## config.mk

```make
export PLATFORM = sky130hd
export DESIGN_NAME = ir_packet_scheduler
export DESIGN_NICKNAME = d
export VERILOG_FILES = /design/src/rtl/ir_packet_scheduler.sv
export SDC_FILE = /design/constraint.sdc
export NUM_CORES = 1
export LEC_CHECK = 0
export ABC_AREA = 1
export ABC_CLOCK_PERIOD_IN_PS = 5000
export CAP_MARGIN = 20
export CORE_ASPECT_RATIO = 1.75
export CORE_MARGIN = 5
export CORE_UTILIZATION = 30
export CTS_BUF_LIST = sky130_fd_sc_hd__clkbuf_2
export DETAILED_ROUTE_END_ITERATION = 10
export RECOVER_POWER = 100
export SLEW_MARGIN = 20
export SYNTH_ARGS = -nofsm -noshare
export SYNTH_HDL_FRONTEND = slang
export SYNTH_SLANG_ARGS = --single-unit
```

## constraint.sdc

```tcl
create_clock -name CLK -period 5 [get_ports CLK]
set_clock_uncertainty 0.2 [all_clocks]
set_input_delay 0.75 -clock CLK [delete_from_list [all_inputs] [get_ports CLK]]
set_output_delay 0.75 -clock CLK [all_outputs]
set_load 0.05 [all_outputs]
```

## src/rtl/ir_packet_scheduler.sv

```systemverilog
// IR packet scheduler: decides when the IR transmitter sends a packet and which command it
// carries. Packets are sent on a fixed period, and immediately when the bus command changes.
// A watchdog forces a no-motion command when the bus stops writing.
module ir_packet_scheduler #(
    parameter int unsigned PERIOD_CYC      = 10000000,
    parameter int unsigned SEND_WINDOW_CYC = 1400000,
    parameter int unsigned GUARD_CYC       = 50000,
    parameter int unsigned STALE_PACKETS   = 20
) (
    input  logic        CLK,
    input  logic        RESET,
    input  logic        ENABLE,
    input  logic        BUS_CMD_WE,
    input  logic [3:0]  BUS_CMD,
    input  logic        MANUAL_EN,
    input  logic [3:0]  MANUAL_CMD,
    output logic [3:0]  COMMAND,
    output logic        SEND_PACKET,
    output logic        BUSY,
    output logic        CMD_STALE,
    output logic [15:0] PACKET_COUNT
);

    // A period shorter than one full packet would starve or overlap packets.
    if (PERIOD_CYC <= SEND_WINDOW_CYC + GUARD_CYC + 2) begin : g_bad_period
        $error("ir_packet_scheduler: PERIOD_CYC must exceed SEND_WINDOW_CYC + GUARD_CYC + 2");
    end

    typedef enum logic [1:0] {StIdle, StSetup, StSend, StGuard} state_e;

    state_e      state_q, state_d;
    logic [31:0] phase_q, phase_d;
    logic [31:0] timer_q;
    logic [31:0] stale_q;
    logic        pending_q;
    logic [3:0]  bus_cmd_q;
    logic [3:0]  cmd_q;
    logic [15:0] packet_count_q;
    logic        send_q;
    logic        busy_q;

    logic        tick;
    logic        urgent;
    logic        go;
    logic        enter_send;
    logic [3:0]  sel;

    assign tick       = (timer_q == PERIOD_CYC - 1);
    assign CMD_STALE  = (stale_q == STALE_PACKETS);
    assign sel        = MANUAL_EN ? MANUAL_CMD : (CMD_STALE ? 4'b0000 : bus_cmd_q);
    // Only a changed bus value on the active source warrants an immediate resend.
    assign urgent     = BUS_CMD_WE && (BUS_CMD != bus_cmd_q) && !MANUAL_EN;
    assign go         = (state_q == StIdle) && pending_q && ENABLE;
    assign enter_send = (state_q == StSetup);

    assign COMMAND      = cmd_q;
    assign SEND_PACKET  = send_q;
    assign BUSY         = busy_q;
    assign PACKET_COUNT = packet_count_q;

    // Next-state logic: SETUP is one cycle, SEND and GUARD run for fixed cycle counts.
    always_comb begin
        state_d = state_q;
        phase_d = phase_q;
        case (state_q)
            StIdle: begin
                if (go) state_d = StSetup;
            end
            StSetup: begin
                state_d = StSend;
                phase_d = '0;
            end
            StSend: begin
                if (phase_q == SEND_WINDOW_CYC - 1) begin
                    state_d = StGuard;
                    phase_d = '0;
                end else begin
                    phase_d = phase_q + 32'd1;
                end
            end
            StGuard: begin
                if (phase_q == GUARD_CYC - 1) begin
                    state_d = StIdle;
                    phase_d = '0;
                end else begin
                    phase_d = phase_q + 32'd1;
                end
            end
            default: begin
                state_d = StIdle;
                phase_d = '0;
            end
        endcase
    end

    // State register; envelope and busy are registered from the next state so they are glitch-free.
    always_ff @(posedge CLK) begin
        if (RESET) begin
            state_q <= StIdle;
            phase_q <= '0;
            send_q  <= 1'b0;
            busy_q  <= 1'b0;
        end else begin
            state_q <= state_d;
            phase_q <= phase_d;
            send_q  <= (state_d == StSend);
            busy_q  <= (state_d != StIdle);
        end
    end

    // Free-running period timer, parked at zero while disabled.
    always_ff @(posedge CLK) begin
        if (RESET || !ENABLE) begin
            timer_q <= '0;
        end else if (tick) begin
            timer_q <= '0;
        end else begin
            timer_q <= timer_q + 32'd1;
        end
    end

    // Single-bit request flag; a new request on the launch edge is kept for the next packet.
    always_ff @(posedge CLK) begin
        if (RESET || !ENABLE) begin
            pending_q <= 1'b0;
        end else if (tick || urgent) begin
            pending_q <= 1'b1;
        end else if (go) begin
            pending_q <= 1'b0;
        end
    end

    // Bus command register and watchdog; a write beats a simultaneous packet start.
    always_ff @(posedge CLK) begin
        if (RESET) begin
            bus_cmd_q <= '0;
            stale_q   <= '0;
        end else if (BUS_CMD_WE) begin
            bus_cmd_q <= BUS_CMD;
            stale_q   <= '0;
        end else if (enter_send && (stale_q != STALE_PACKETS)) begin
            stale_q   <= stale_q + 32'd1;
        end
    end

    // Command is captured on launch so it is stable for a full cycle before the envelope rises.
    always_ff @(posedge CLK) begin
        if (RESET) begin
            cmd_q <= '0;
        end else if (go) begin
            cmd_q <= sel;
        end
    end

    // Packet counter, bumped as each packet enters SEND.
    always_ff @(posedge CLK) begin
        if (RESET) begin
            packet_count_q <= '0;
        end else if (enter_send) begin
            packet_count_q <= packet_count_q + 16'd1;
        end
    end

endmodule

```

# ---- Word level (Yosys, flattened, before mapping)
# Index checks and enable logic that the tools add are counted.
dict set report word_totals {
  reg_bits 125
  in_bits 13
  output_inout_bits 23
  elab_cells 50
}
dict set report classes {
  addsub 4
  eq_ne 10
  mux 11
  reduce_logical 15
}
# cell count
set ops {}
lappend ops {{adder 32 x 1 -> 32 bit, second input constant} 3}
lappend ops {{one-hot mux 32 bit (3 select lines)} 1}
lappend ops {{two-way mux 32 bit} 2}
lappend ops {{equality test 32 x 16 -> 1 bit, second input constant} 1}
lappend ops {{equality test 32 x 21 -> 1 bit, second input constant} 1}
lappend ops {{equality test 32 x 24 -> 1 bit, second input constant} 1}
lappend ops {{equality test 32 x 5 -> 1 bit, second input constant} 1}
lappend ops {{inequality test 32 x 5 -> 1 bit, second input constant} 1}
lappend ops {{adder 16 x 1 -> 16 bit, second input constant} 1}
lappend ops {{two-way mux 4 bit} 2}
lappend ops {{one-hot mux 2 bit (4 select lines)} 1}
lappend ops {{equality test 2 bit, second input constant} 3}
lappend ops {{two-way mux 2 bit} 3}
lappend ops {{logical AND 1 bit} 5}
lappend ops {{inequality test 4 bit} 1}
lappend ops {{nonzero test 2 bit} 2}
lappend ops {{OR reduction 2 bit} 2}
lappend ops {{nonzero test 3 bit} 1}
lappend ops {{equality test 2 x 1 -> 1 bit, second input constant} 1}
lappend ops {{logical NOT 1 bit} 2}
lappend ops {{logical NOT 2 bit} 1}
lappend ops {{logical OR 1 bit} 2}
lappend ops {{two-way mux 1 bit} 2}

# ---- Logic depth before layout (Yosys ltp)
# Gate-level depths: netlist of run 1.
dict set report depth {
  word_depth 6
  ltp_mapped 11
  ltp_nobuf 11
}

# ---- Worst setup path after synthesis of run 1
# OpenSTA, ideal clock, no wires.
dict set report synth_path {
  kind {flip-flop to output port}
  from {register stale_q[0]}
  to {output port CMD_STALE}
  arrival_time_ns 1.514
  required_ns 4.050
  path_slack_ns 2.536
  stages_incl_launch_ff 7
  n_path_buf 0
  cell_sequence {dfxtp_1 inv_1 ha_1 nand3_1 nor2_1 nand3_1 nor2_1}
}
dict set report synth_between {
  elab_chain_cells 1
}
# item line_no
set synth_lines {}
lappend synth_lines {{from (decl)} 34} ;# logic [31:0] stale_q;
lappend synth_lines {{from (signal assigned)} 142} ;# stale_q <= stale_q + 32'd1;
lappend synth_lines {{equality test 32 x 5 -> 1 bit} 49} ;# assign CMD_STALE = (stale_q == STALE_PACKETS);
lappend synth_lines {{to (decl)} 20} ;# output logic CMD_STALE,
# No other way between the ends.

# ---- Final worst setup path of run 1
# Same ends and word-level chain as after synthesis.

==> impl_metrics.ini, run 1 <==
[min_path]
min_delay_worst_endpoint = stale_q[31]
min_path_type = flop to flop
timing.hold.worst_path_depth = 2
min-delay-start = stale_q[31]

[cts]
clock-sinks = 125
worst_skew_late_latency_ps = 810
post_cts.resized_instances = 0
tritoncts = built
clock_tree.root_cell = sky130_fd_sc_hd__clkbuf_2
cts-buffers-inserted = 17
clk_pin_slew_ps = 180
ctsHtreeMaxLevel = 4
cts_hold_buffers = 0
cts-root-to-sink-buffers = 2
cts_setup_buffers = 0

[die]
die_height_um = 221.0
initial_core_util_pct = 30.24
core_area_um2 = 25240
design.portCount = 36
dieArea_um2 = 28860
chipWidth_um = 130.6
num_rows = 77

[routing]
drt-wirelength-per-cell_um = 14.07
route.antenna.remaining_nets = 0
drtPass1Iterations = 5
drt_first_iter_violations = 499
num_vias = 7929
totalWireLength_um = 22940
route.detailed.vias_per_inst = 4.861
route.detailed.drc = 0

[timing]
hold_viol = 0
worst-slew-pin-transition_ps = 2274
setup_viol = 0
final_critical_path_setup_slack_ps = 1108
timing.slew.headroom_pct = -52.61
total_count_of_max_transition_violations_in_the_final_report = 62
setup_tns_ps = 0
final.min_clock_period_ps = 3892
achievable-frequency_ghz = 0.2570
period_share_pct = 77.83
rsz0062_at_grt = false

[critical_path]
critical_path.endpoint_type = primary output
r2r.worst_path.cells = 8
r2r-start = timer_q[0]
cp_cell_sequence = inv_1, ha_1, nand3_1, nor2_1, nand3_1, nor2_1, dlygate4sd3_1
critPathTopFamily = buffers and inverters
crit_fanout = 5
critical_path_buf_inv_count = 2
critical_path.max_stage_delay_ps = 920
worst_setup_path_start_kind = flop
crit_type = flop to primary output
arrival_time_of_the_worst_setup_path_ps = 2940
timing.reg2reg.setup_slack_ps = 1180
crit_path_required_time_ps = 4050
crit_path_top_delay_cell = sky130_fd_sc_hd__dlygate4sd3_1
endpoint_of_the_lowest_slack_register_to_register_path = timer_q[6]

[layout]
final_core_utilization_pct = 33.63
area_delta_synth_final_pct = 11.21
finalNetCount = 1319
final_design_area_no_fill_um2 = 8489
drive_gt1_share_pct = 3.653

[placed_design]
postPlaceCellArea_um2 = 8278
buffer_ports.inserted = 35
dp_hpwl_um = 17820
preCtsSetupSlack_ps = 1973
place_congestion = 0.9703

[outcome]
outcome = finished, violations left
failed_checks = capacitance limit, slew limit

[synth]
synthXorXnorAreaFrac_pct = 5.851
synth_compound_area_share_pct = 9.162
postSynth.topFlopCell = sky130_fd_sc_hd__dfxtp_1
syn_area_per_cell_um2 = 6.011
synthesis.nets = 1288
synth-adder-area-share_pct = 0.8195
synth_cells = 1270
synth_mux_area_share_pct = 0
syn_area_um2 = 7634
total_of_flip_flops_plus_latches_after_synthesis = 125
synth_cell_type_count = 34
synthSimpleGateAreaFrac_pct = 42.42
ys_warn_count = 0
synth-edff-count = 0
async_s_r_ff_share_synth_pct = 0
seq_area_frac_synth_pct = 32.78
main_combinational_cell_family_by_area_after_synthesis = simple AND/OR/NAND/NOR gates

[global_routing]
global_route.overflow_total = 0
globalRouteMet3Util_pct = 3.813
number_of_antenna_violations_at_the_first_check_in_global_routing = 2
vias_in_the_first_global_route = 7527
grt_util_met2_pct = 29.02
global_route.usage.total_pct = 16.20
grt_first_pass_wirelength_um = 37000
grt_max_degree = 33
grt_most_used_layer = met2
groute.layer.met1.usage_pct = 16.52

[power]
static_leakage_nw = 3.017
power_density_nw_per_um2 = 208.5
vdd_drop_max_mv = 0.1493
total_power_mw = 1.770

[run]
cap_viol_max_count = 2
## layout make-up
| type | instances | area [um^2] |
|---|---|---|
| antenna | 1 | 2.502 |
| clock buffer | 17 | 85.08 |
| clock inverter | 15 | 170.2 |
| fill | 2831 | 16750 |
| inverter | 140 | 525.5 |
| multi-input combinational | 975 | 4417 |
| sequential | 125 | 2502 |
| tap | 316 | 395.4 |
| timing repair buffer | 42 | 391.6 |
## cells in the final DEF (no fill, tap or decap), types with 21 or more instances in the layout
| cell | n |
|---|---|
| sky130_fd_sc_hd__a21oi_1 | 86 |
| sky130_fd_sc_hd__dlygate4sd3_1 | 24 |
| sky130_fd_sc_hd__xor2_1 | 41 |
| sky130_fd_sc_hd__dfxtp_1 | 125 |
| sky130_fd_sc_hd__nand2_1 | 421 |
| sky130_fd_sc_hd__inv_1 | 137 |
| sky130_fd_sc_hd__o21ai_0 | 28 |
| sky130_fd_sc_hd__nor3_1 | 27 |
| sky130_fd_sc_hd__nor2_1 | 222 |
| sky130_fd_sc_hd__nand4_1 | 21 |
| sky130_fd_sc_hd__nand3_1 | 73 |
## state kept, by name, summed over array words and instances (netlist names)
register      flops
state_q           2
BUSY              1
bus_cmd_q         4
COMMAND           4
pending_q         1
stale_q          32
PACKET_COUNT     16
phase_q          32
SEND_PACKET       1
timer_q          32
## cell usage after synthesis, types with 8 or more instances
cell type                    n  area [um^2]
sky130_fd_sc_hd__nand3_1    72        360.4
sky130_fd_sc_hd__o211ai_1   13        97.59
sky130_fd_sc_hd__xor2_1     41        359.1
sky130_fd_sc_hd__buf_2       8        40.04
sky130_fd_sc_hd__nor3_1     26        130.1
sky130_fd_sc_hd__nor2_1    223        837.1
sky130_fd_sc_hd__inv_1     136        510.5
sky130_fd_sc_hd__a21oi_1    86        430.4
sky130_fd_sc_hd__dfxtp_1   125         2502
sky130_fd_sc_hd__nand4_1    21        131.4
sky130_fd_sc_hd__xnor2_1    10        87.58
sky130_fd_sc_hd__nand2_1   419         1573
sky130_fd_sc_hd__clkbuf_1   14        52.55
sky130_fd_sc_hd__o21ai_0    27        135.1
## through the flow
stage | hold WS [ps] | std cells
2_1_floorplan | 243.6 | 1270
5_1_grt | 308.6 | 1631
3_3_place_gp | 255.0 | 1598
4_1_cts | 285.5 | 1630
6_report | 281.1 | 1631
3_5_place_dp | 263.9 | 1598
## tightest hold or removal path, delay by kind of cell, from the launching register on
family           cells  cell delay, ps
AO/OA/AOI/OAI        1              50
flip-flops           1             340
AND/OR/NAND/NOR      1              60
## where the power goes
group	switching, mW	total, mW	internal, mW
sequential	0.00467	1.01	1.00
clock	0.419	0.697	0.278
combinational	0.0444	0.0651	0.0207
total	0.468	1.77	1.30
## routing by layer
metal  wire (um)  share of wire [%]
met1        8456                 37
met2       11990                 52
met3        1125                4.9
met4        1356                5.9
met5          13              0.057
## worst max-delay path by stage
stage | cells past startpoint | slack (ps) | from | to
floorplan | 6 | 2540 | stale_q[0] | CMD_STALE
detailed placement | 7 | 1970 | stale_q[0] | CMD_STALE
global placement | 7 | 1990 | stale_q[0] | CMD_STALE
CTS | 7 | 1060 | stale_q[0] | CMD_STALE
finish | 7 | 1110 | stale_q[0] | CMD_STALE
global route | 8 | 650 | timer_q[0] | timer_q[29]
## logic make-up after synthesis
group | after synthesis
AOI/OAI and AO/OA | 130
xor gates and xnor gates | 51
adders and majority gates | 5
buffers and inverters | 170
DFF | 125
and+or+nand+nor | 789
Power figures use the tool's default switching activity.
==> run 2: changes to the inputs <==
--- a/config.mk
+++ b/config.mk
@@ -6,7 +6,7 @@
 export NUM_CORES = 1
 export LEC_CHECK = 0
 export ABC_AREA = 1
-export ABC_CLOCK_PERIOD_IN_PS = 5000
+export ABC_CLOCK_PERIOD_IN_PS = 3400
 export CAP_MARGIN = 20
 export CORE_ASPECT_RATIO = 1.75
 export CORE_MARGIN = 5
==> constraint.sdc (replaced) <==
create_clock -name CLK -period 3.4 [get_ports CLK]
set_clock_uncertainty 0.2 [all_clocks]
set_input_delay 0.51 -clock CLK [delete_from_list [all_inputs] [get_ports CLK]]
set_output_delay 0.51 -clock CLK [all_outputs]
set_load 0.05 [all_outputs]
==> run 2 against run 1 <==
- highest routed layer unchanged
- sequential share of layout area is 0.14 points lower
- largest power group unchanged
- critical endpoint unchanged
- die area is the same
- count of clock-buffer cells in the layout up 1
- the flow now finishes without violations
==> impl_metrics.ini, run 2 (synthesized netlist as in run 1, its figures left out) <==
[cts]
clock-sinks = 125
cts-buffers-inserted = 17
worst_skew_late_latency_ps = 770
clock_tree.root_cell = sky130_fd_sc_hd__clkbuf_2
ctsHtreeMaxLevel = 4
tritoncts = built
cts_setup_buffers = 0
clk_pin_slew_ps = 190
cts-root-to-sink-buffers = 2

[layout]
drive_gt1_share_pct = 4.401
final_core_utilization_pct = 33.79
commonest_non_fill_non_tap_cell_in_the_layout = sky130_fd_sc_hd__nand2_1
fillCellCount = 2801
layout_common_cells = sky130_fd_sc_hd__nand2_1 (420), sky130_fd_sc_hd__nor2_1 (223), sky130_fd_sc_hd__inv_1 (137)
area_delta_synth_final_pct = 11.74
finalNetCount = 1325
biggestRegsByFlops = phase_q: 32 flops, stale_q: 32 flops, timer_q: 32 flops

[routing]
met2_length_um = 12510
drt-wirelength-per-cell_um = 14.32
totalWireLength_um = 23410
drt_first_iter_violations = 550
wl_met3_um = 940
route.antenna.remaining_nets = 0
num_vias = 7885
drtPass1Iterations = 5
route.detailed.vias_per_inst = 4.823
route.detailed.drc = 0
route.layer.met1.wl_um = 8783
route.top_layer_used = met5

[timing]
rsz0062_at_grt = false
setup_tns_ps = 0
final_critical_path_setup_slack_ps = 332.6
setup_viol = 0
final.min_clock_period_ps = 3067
timing.slew.headroom_pct = 43.45
total_count_of_max_transition_violations_in_the_final_report = 0
hold_viol = 0
worst-slew-pin-transition_ps = 845.0
period_share_pct = 90.22
achievable-frequency_ghz = 0.3260

[placed_design]
preCtsSetupSlack_ps = 611.7
buffer_ports.inserted = 35
place_congestion = 0.9831
dp_hpwl_um = 18370

[critical_path]
crit_path_top_delay_cell = sky130_fd_sc_hd__dfxtp_1
crit_type = flop to primary output
crit_fanout = 5
critical_path_buf_inv_count = 2
critical_path.endpoint_type = primary output
worst_setup_path_start_kind = flop
cp_cell_sequence = inv_1, ha_1, nand3_1, nor2_1, nand3_1, nor2_1, clkbuf_2
critical_path.max_stage_delay_ps = 380
critPathTopFamily = simple AND/OR/NAND/NOR gates
crit_path_required_time_ps = 2690
arrival_time_of_the_worst_setup_path_ps = 2360

[die]
die_height_um = 221.0
core_area_um2 = 25240
design.portCount = 36
num_rows = 77
initial_core_util_pct = 30.24
chipWidth_um = 130.6
dieArea_um2 = 28860

[global_routing]
number_of_antenna_violations_at_the_first_check_in_global_routing = 2
global_route.usage.total_pct = 16.59
vias_in_the_first_global_route = 7523
global_route.overflow_total = 0
grt_max_degree = 33
grt_first_pass_wirelength_um = 37570

[run]
cap_viol_max_count = 0

[power]
power_density_nw_per_um2 = 302.8
static_leakage_nw = 3.046
vdd_drop_max_mv = 0.2168

[min_path]
min_path_type = primary input to flop

[outcome]
outcome = finished clean
-- run 2: per-layer routing --
metal | track usage (%) | vias to the layer above
li1 | - | 4063
met1 | 16.69 | 3565
met2 | 30.49 | 188
met3 | 4.006 | 67
met4 | 8.801 | 2
met5 | 0 | -
-- run 2: path summary, 6_finish.rpt --
| check | end | start | slack [ps] | cells after the start |
|---|---|---|---|---|
| max | CMD_STALE | stale_q[0] | 330 | 7 |
| max reg2reg | timer_q[12] | timer_q[0] | 670 | 8 |
| min | bus_cmd_q[3] | BUS_CMD[3] | 150 | 3 |
| min reg2reg | stale_q[31] | stale_q[31] | 290 | 2 |
-- run 2: area by class of cell --
type | instances | area, um^2 | share of cell area (%)
Tap cell | 316 | 395.4 | 4.635
Sequential cell | 125 | 2502 | 29.34
Multi-Input combinational cell | 975 | 4428 | 51.91
Inverter | 140 | 525.5 | 6.161
Clock inverter | 12 | 148.9 | 1.746
Timing Repair Buffer | 48 | 436.7 | 5.120
Antenna cell | 1 | 2.502 | 0.02934
Clock buffer | 18 | 90.09 | 1.056
-- run 2: timing repair --
item	4_1_cts	5_1_grt
pin swaps	0	0
hold buffers	0	0
resized for setup	2	1
endpoints found under the setup margin	1	1
-- run 2: power breakdown --
group,leakage (nW),switching [mW],internal (mW),total (mW)
registers,1.01,0.00669,1.48,1.48
logic,1.90,0.0677,0.0343,0.102
clock network,0.141,0.598,0.400,0.998
-- run 2: stage by stage --
step                      hold WS [ps]  cell area, um^2  power (mW)  instances
after global placement           256.7             8323       1.616       1604
after global routing             91.47             8529       2.693       1635
after detailed placement         271.3             8323       1.617       1604
final                            145.2             8529       2.582       1635
after CTS                        41.95             8562       2.635       1634
after floorplan                  243.6             7634       1.572       1270
-- run 2: worst register-to-register path, stage by stage, from the launching register on --
cell and delay, ps:
sky130_fd_sc_hd__dfxtp_1 460, sky130_fd_sc_hd__ha_1 260, sky130_fd_sc_hd__inv_1 90, sky130_fd_sc_hd__nor3_1 350
sky130_fd_sc_hd__nand2_2 170, sky130_fd_sc_hd__inv_1 120, sky130_fd_sc_hd__nand3_1 140, sky130_fd_sc_hd__o21ai_4 710
sky130_fd_sc_hd__a21oi_1 100
==> run 3: changes to the inputs <==
--- a/config.mk
+++ b/config.mk
@@ -14,6 +14,7 @@
 export CTS_BUF_LIST = sky130_fd_sc_hd__clkbuf_2
 export DETAILED_ROUTE_END_ITERATION = 10
 export RECOVER_POWER = 100
+export SETUP_SLACK_MARGIN = 0.5
 export SLEW_MARGIN = 20
 export SYNTH_ARGS = -nofsm -noshare
 export SYNTH_HDL_FRONTEND = slang
==> run 3 against run 2 <==
- utilization about the same
- sequential cell count is the same
- maximum frequency grew 9.4%
- final cell count about the same
- critical path type unchanged
- count of clock-buffer cells in the layout did not move
- sequential share of layout area barely moved
- die area is the same
- largest cell class unchanged
==> impl_metrics.ini, run 3 (synthesized netlist as in run 1, its figures left out) <==
[timing]
achievable-frequency_ghz = 0.3566
hold_viol = 0
total_count_of_max_transition_violations_in_the_final_report = 0
final_critical_path_setup_slack_ps = 596.1
final.min_clock_period_ps = 2804
rsz0062_at_grt = true
setup_tns_ps = 0
timing.slew.headroom_pct = 44.31
setup_viol = 0
worst-slew-pin-transition_ps = 832.1
period_share_pct = 82.47

[power]
share_of_power_burned_in_registers_pct = 57.5
pwr-share-comb_pct = 3.9
static_leakage_nw = 3.053
clock_power_share_pct = 38.5
netSwitchingFraction_pct = 25.88
total_power_mw = 2.575
switching_power_uw = 666.3
vdd_drop_max_mv = 0.2167
int_pwr_mw = 1.909
power_density_nw_per_um2 = 301.9

[routing]
drt-wirelength-per-cell_um = 14.28
totalWireLength_um = 23360
drt_first_iter_violations = 518
drtPass1Iterations = 5
route.detailed.vias_per_inst = 4.784
route.antenna.remaining_nets = 0
num_vias = 7826
route.detailed.drc = 0

[global_routing]
global_route.overflow_total = 0
grt_max_degree = 33
grt_first_pass_wirelength_um = 37580
vias_in_the_first_global_route = 7527
global_route.usage.total_pct = 16.59
number_of_antenna_violations_at_the_first_check_in_global_routing = 2

[placed_design]
dp_hpwl_um = 18370
buffer_ports.inserted = 35
preCtsSetupSlack_ps = 611.7
place_congestion = 0.9831

[layout]
sequential_cell_area_um2 = 2506
fillCellCount = 2805
biggestRegsByFlops = phase_q: 32 flops, stale_q: 32 flops, timer_q: 32 flops
area_delta_synth_final_pct = 11.72
finalNetCount = 1326
multi_input_comb_area_um2 = 4433
layout_common_cells = sky130_fd_sc_hd__nand2_1 (420), sky130_fd_sc_hd__nor2_1 (223), sky130_fd_sc_hd__inv_1 (136)
commonest_non_fill_non_tap_cell_in_the_layout = sky130_fd_sc_hd__nand2_1
drive_gt1_share_pct = 4.549

[cts]
cts_hold_buffers = 0
clk_pin_slew_ps = 190
clock-sinks = 125
ctsHtreeMaxLevel = 4
clock_tree.root_cell = sky130_fd_sc_hd__clkbuf_2
cts-buffers-inserted = 17
worst_skew_late_latency_ps = 750
tritoncts = built
cts-root-to-sink-buffers = 2

[critical_path]
crit_fanout = 5
r2r.worst_path.cells = 8
timing.reg2reg.setup_slack_ps = 690
crit_type = flop to primary output
arrival_time_of_the_worst_setup_path_ps = 2090
endpoint_of_the_lowest_slack_register_to_register_path = timer_q[12]
critical_path.endpoint_type = primary output
r2r-start = timer_q[0]
worst_setup_path_start_kind = flop
crit_path_required_time_ps = 2690

[die]
design.portCount = 36
die_height_um = 221.0
initial_core_util_pct = 30.24
core_area_um2 = 25240
num_rows = 77
dieArea_um2 = 28860
chipWidth_um = 130.6

[outcome]
outcome = finished clean

[min_path]
timing.hold.worst_path_depth = 3
min_delay_worst_endpoint = bus_cmd_q[3]
min_path_type = primary input to flop
min-delay-start = BUS_CMD[3]

[run]
cap_viol_max_count = 0
==> run 3: cell types whose count changed in the layout (fill, tap and decap cells not counted), sizes merged <==
cell	previous run	this run
dlygate4sd2	0	6
buf	11	12
clkbuf	21	23
dlygate4sd3	23	15
==> run 3: area by class of cell <==
cell class / instances / area share [%]
multi-input cells: 975 / 51.98
flip-flops and latches: 125 / 29.39
inverters: 140 / 6.162
repair buffers: 49 / 5.003
well taps: 316 / 4.636
clock inverters: 12 / 1.746
clock buffers: 18 / 1.056
diodes: 1 / 0.02934
==> run 3: metrics by stage <==
step,area (um^2),utilization (%),std cells,hold slack (ps)
finish,8528,33.79,1636,167.3
detailed placement,8323,32.97,1604,271.3
global route,8528,33.79,1636,91.47
global placement,8323,32.97,1604,256.7
floorplan,7634,-,1270,243.6
CTS,8563,33.92,1634,41.95
==> run 3: what timing repair did <==
item | CTS | global route
setup endpoints to repair | 7 | 3
hold endpoints to repair | 0 | 0
buffers inserted | 0 | 1
gates resized for setup | 15 | 7
pin swaps | 0 | 2
gates cloned | 0 | 0
==> run 3: layer usage <==
metal / vias up / track usage [%] / share of wire [%]
li1: 4069 / - / -
met1: 3519 / 16.67 / 38
met2: 170 / 30.42 / 54
met3: 66 / 4.030 / 3.9
met4: 2 / 8.967 / 4.9
met5: - / 0 / 0.056
==> run 3: worst max path at each step <==
stage,start,to,slack (ps),cells after the start
floorplan,stale_q[0],stale_q[28],1050,10
global placement,stale_q[0],CMD_STALE,620,7
detailed placement,stale_q[0],CMD_STALE,610,7
CTS,stale_q[0],CMD_STALE,420,7
global route,timer_q[0],timer_q[30],370,8
finish,stale_q[0],CMD_STALE,600,7
==> run 3: power by group through the flow <==
stage               logic (mW)  registers, mW  clock network [mW]
CTS                      0.105           1.48                1.05
detailed placement       0.105           1.51                   0
global route             0.113           1.48                1.09
global placement         0.105           1.51                   0
finish                   0.101           1.48               0.993
floorplan               0.0537           1.52                   0
==> run 3: critical path, cell delays in order, from the launching register on <==
cell,delay [ps]
sky130_fd_sc_hd__dfxtp_4,400
sky130_fd_sc_hd__inv_2,70
sky130_fd_sc_hd__ha_1,140
sky130_fd_sc_hd__nand3_1,70
sky130_fd_sc_hd__nor2_1,200
sky130_fd_sc_hd__nand3_2,130
sky130_fd_sc_hd__nor2_4,170
sky130_fd_sc_hd__buf_6,180
==> edit 1, RTL diff (config.mk and constraints of run 3) <==
Put one more register stage on the output `PACKET_COUNT`, with the module's reset. The value now appears one clock later. The other outputs are not delayed to match.
--- a/src/rtl/ir_packet_scheduler.sv
+++ b/src/rtl/ir_packet_scheduler.sv
@@ -58,3 +58,9 @@
     assign BUSY         = busy_q;
-    assign PACKET_COUNT = packet_count_q;
+    always_ff @(posedge CLK) begin
+        if (RESET) begin
+            PACKET_COUNT <= '0;
+        end else begin
+            PACKET_COUNT <= packet_count_q;
+        end
+    end
 
Formal check against the unedited RTL: not equivalent (Yosys sat finds a counterexample within 4 cycles, from zero or initial values and one cycle with RESET high).
==> edit 1 against run 3 <==
  * The flow now finishes with violations (capacitance limit, slew limit)
  * Synthesized area grew 6.4%
  * Global-route usage fell by 1.2 points
  * Setup slack lost 0.12 ns
  * Sequential cell count increased by 16
  * Final cell count increased by 4.5%
  * Total power increased by 8.0%
  * Wire length grew 1.1%
  * Final area is 6.2% higher
  * Critical endpoint unchanged
  * Largest power group unchanged
==> edit 1: results (changes against run 3) <==
FF-to-FF End stale_q[0]$_SDFFE_PP0P_; CP arrival 2.21 ns (+0.12 ns); Worst path max stage delay 0.41 ns; Via density 4.83 (+0.96%); placer congestion estimate 0.944 (-4.0%); Clk pin slew, worst setup/hold paths 0.25 ns (+0.06 ns); switching power 0.845 mW (+27%); comb pwr 0.105 mW (+4%); top post-synthesis cells by area dfxtp_1, nand2_1, nor2_1; first-pass GRT wire length 37300 µm (-0.66%); wire per inst 13.8 µm (-3.2%); fin. max-slew vios 42 (+42); failing checks capacitance limit, slew limit; clock share of power 36.2% (-2.3 points); Detail Placement HPWL 18200 µm (-0.96%); crit-path max FO 4 (-1); Cell variety after synth 37 (+8.8%); R2R cell count 7 (-1); initial antenna violation count 1 (-1); FF-to-FF Start state_q[1]$_SDFF_PP0_; Clock Latency Late Sink 0.83 ns (+0.08 ns); Pwr Total 2.78 mW (+8.0%); DRT iter0 DRCs 438 (-15%); share of layout cells above drive strength 1 5.78% (+1.2 points); Seq/Total Area, Yosys 34.8% (+2.0 points); Worst slew margin -35.1% (-79 points); GRT Util Overall 15.4% (-1.2 points); vias in the first global route 7859 (+4.4%); Leak 3.43 nW (+12%); max cap viols 1 (+1); Synth top cells by count nand2_1, nor2_1, inv_1, dfxtp_1, nand3_1; status finished with violations; crit path max-delay cell type dfxtp_1; fill cell count 3015 (+7.5%); R2R setup slack 0.53 ns (-0.16 ns); hold path cells 3 (unchanged); largest net degree at the start of global routing 42 (+27%); Max VDD drop 0.183 mV (-16%); Final #Nets 1389 (+4.8%)
[edit 1: cell count changes in the layout (fill, tap and decap cells not counted), moves of 5 or more]
cell	change
inv_1	+24
inv_6	+5
xnor2_1	-5
dlygate4sd2_1	-6
xor2_1	-11
dfxtp_1	+12
nor2_1	-8
nand3_1	+35
o211ai_1	-10
nand2_1	-11
nor3_1	+7
clkbuf_1	+5
[edit 1: how the worst max path moves through the flow]
stage	startpoint	end	slack, ns	cells after the start
6_report	stale_q[12]$_SDFFE_PP0P_	CMD_STALE	0.48	6
3_5_place_dp	stale_q[0]$_SDFFE_PP0P_	CMD_STALE	0.76	7
2_1_floorplan	stale_q[0]$_SDFFE_PP0P_	stale_q[25]$_SDFFE_PP0P_	1.13	10
4_1_cts	stale_q[1]$_SDFFE_PP0P_	CMD_STALE	0.51	7
3_3_place_gp	stale_q[0]$_SDFFE_PP0P_	CMD_STALE	0.75	7
5_1_grt	stale_q[12]$_SDFFE_PP0P_	CMD_STALE	0.23	6
[edit 1: cell families (layout without fill, tap and decap cells)]
family,count (synthesis),count (layout),share of synthesized area [%]
AOI/OAI and AO/OA,123,123,7.81
DFF,141,141,34.8
adders and majority gates,5,5,0.770
other,0,1,0
xor gates and xnor gates,35,35,3.77
buffers and inverters,198,249,9.72
and+or+nand+nor,831,831,43.2
[edit 1: metal layers]
metal / global-route usage [%] / wire (µm) / vias to the layer above
li1: - / - / 4265
met1: 14.9 / 8820 / 3744
met2: 29.8 / 12800 / 176
met3: 3.46 / 807 / 69
met4: 8.81 / 1200 / 0
met5: 0 / 0 / -
[edit 1: cell type report]
class	count	share of cell area [%]
multi-input combinational	994	50.0
clock buffer	17	0.939
sequential	141	31.3
inverter	166	6.91
tap	324	4.47
clock inverter	15	1.68
timing repair buffer	51	4.68
antenna	1	0.0276
[edit 1: worst register-to-register path, cell delays in order, from the launching register on]
cell and delay, ns:
dfxtp_1 0.36, clkbuf_1 0.71, inv_2 0.12, nand2_1 0.37, inv_1 0.22, nand2_2 0.50
o21ai_0 0.23, nor2_1 0.12
[edit 1: repair_timing]
| item | 4_1_cts | 5_1_grt |
|---|---|---|
| gates resized for setup | 15 | 19 |
| pin swaps | 2 | 4 |
| endpoints found under the setup margin | 1 | 8 |
| hold buffers | 1 | 2 |
| endpoints found under the hold margin | 35 | 2 |
| setup buffers | 2 | 2 |
[edit 1: through the flow]
step                area (µm²)  setup slack, ns  instances  hold slack (ns)  utilization, %
floorplan                 8120             1.13       1333            0.225               -
global placement          8780            0.754       1669            0.253            32.9
detailed placement        8780            0.765       1669            0.265            32.9
CTS                       9060            0.514       1704          0.00287            34.0
global route              9060            0.230       1709           0.0179            33.9
finish                    9060            0.475       1709            0.114            33.9
==> edit 2, RTL diff (config.mk and constraints of run 3) <==
Made on the original files. The parameter `SEND_WINDOW_CYC` goes from 1400000 to 700000.
--- a/src/rtl/ir_packet_scheduler.sv
+++ b/src/rtl/ir_packet_scheduler.sv
@@ -5,3 +5,3 @@
     parameter int unsigned PERIOD_CYC      = 10000000,
-    parameter int unsigned SEND_WINDOW_CYC = 1400000,
+    parameter int unsigned SEND_WINDOW_CYC = 700000,
     parameter int unsigned GUARD_CYC       = 50000,
Formal check against the unedited RTL: same outputs for any inputs over 10 cycles, from zero or initial values and one cycle with RESET high; that may be too few to reach the edited logic, so the function may still have changed.
==> edit 2 against run 3 <==
  * The run now ends with capacitance limit left
  * Setup slack got worse by 0.016 ns
  * Die area rose by 1.4%
  * Count of clock-buffer cells in the layout rose by 1
  * Synthesized area rose by 1.5%
  * Sequential power barely moved
  * Final area rose by 3.0%
  * Wire length fell by 2.3%
  * Total power rose by 5.7%
  * Sequential cell count did not move
  * Critical path type unchanged
  * Largest power group unchanged
  * Highest routed layer is now met4
==> edit 2: results (changes against run 3) <==
Leak 3.32 nW (+8.8%); Seq/Total Area, Yosys 32.3% (-0.47 points); post-route cell area 8790 µm² (+3.0%); placer congestion estimate 0.932 (-5.2%); clock buf count 19 (+1); top post-synthesis cells by area dfxtp_1, nand2_1, nor2_1; max cap viols 1 (+1); Max VDD drop 0.160 mV (-26%); Seq area share 28.8% (-0.61 points); crit-path max FO 4 (-1); Cell variety after synth 37 (+8.8%); failing checks capacitance limit; fill cell count 2838 (+1.2%); FF-to-FF Start stale_q[10]$_SDFFE_PP0P_; R2R setup slack 0.77 ns (+0.08 ns); CP arrival 2.11 ns (+0.02 ns); Plain + repair buffers 50 (+2.0%); FF-to-FF End stale_q[31]$_SDFFE_PP0P_; Avg Inst Size Synth 6.01 µm² (about the same); multi-input gates 998 (+2.4%); crit path max-delay cell type dlygate4sd3_1; GRT Util Overall 15.6% (-1.0 points); ClkCell Share 3.32% (+0.52 points); largest net degree at the start of global routing 34 (+3.0%); count of non-CTS inverters in the layout 137 (-2.1%); Mapped Nets 1307 (+1.5%); die width 131 µm (+0.67%); hold_ws 0.129 ns (-0.0380 ns); first-pass GRT wire length 37100 µm (-1.3%); status finished with violations; dpl ws 0.621 ns (+0.00928 ns); Placed Area 8400 µm² (+0.98%); cell family with most CP delay buffers and inverters; CP Launch Point PACKET_COUNT[12]$_SDFFE_PP0P_; area of the multi-input gates 4600 µm² (+3.8%); worst setup path end PACKET_COUNT[12]; Synth top cells by count nand2_1, nor2_1, inv_1, dfxtp_1, nand3_1
edit 2: changes by cell type after synthesis, moves of 6 or more:
cell,run 3,this run
nand2_2,2,10
xor2_1,41,28
nand3_1,72,84
nor2_1,223,211
nor2_4,0,7
a21oi_1,86,77
nand3b_1,6,12
nor2_2,4,14
nand2_1,419,440
edit 2: worst reg2reg max path, stage by stage, from the launching register on:
cell     delay, ns
dfxtp_1       0.43
nor2_1        0.13
nand2_1       0.07
nor2_1        0.15
nand2_1       0.07
nor2_1        0.28
nor2_4        0.16
inv_1         0.77
nand2_1       0.17
a21oi_2       0.17
edit 2: logic make-up after synthesis:
kind of cell               after synthesis  synth area share, %
buffers and inverters                  166                 8.63
xor gates and xnor gates                37                 4.18
and+or+nand+nor                        837                 46.0
DFF                                    125                 32.3
adders and majority gates                5                0.808
AOI/OAI and AO/OA                      119                 8.09
edit 2: per-layer routing:
layer	wire, µm	track usage (%)	share of wire, %	vias up
met4	1560	11.6	6.8	0
li1	-	-	-	4139
met3	756	3.33	3.3	92
met1	8370	14.6	37	3589
met5	0	0	0	-
met2	12100	29.2	53	167
edit 2: power by group through the flow:
| stage | clock, mW | combinational [mW] | sequential, mW |
|---|---|---|---|
| 6_report | 1.15 | 0.0977 | 1.48 |
| 5_1_grt | 1.25 | 0.108 | 1.48 |
| 4_1_cts | 1.20 | 0.101 | 1.48 |
| 3_5_place_dp | 0 | 0.101 | 1.51 |
| 3_3_place_gp | 0 | 0.100 | 1.51 |
| 2_1_floorplan | 0 | 0.0517 | 1.52 |
edit 2: timing repair:
| action | CTS | global route |
|---|---|---|
| cloned | 0 | 0 |
| setup endpoints to repair | 4 | 1 |
| hold endpoints to repair | 0 | 0 |
| pin swaps | 1 | 7 |
| resized for setup | 17 | 26 |
| buffers inserted | 1 | 6 |
| hold buffers | 0 | 0 |
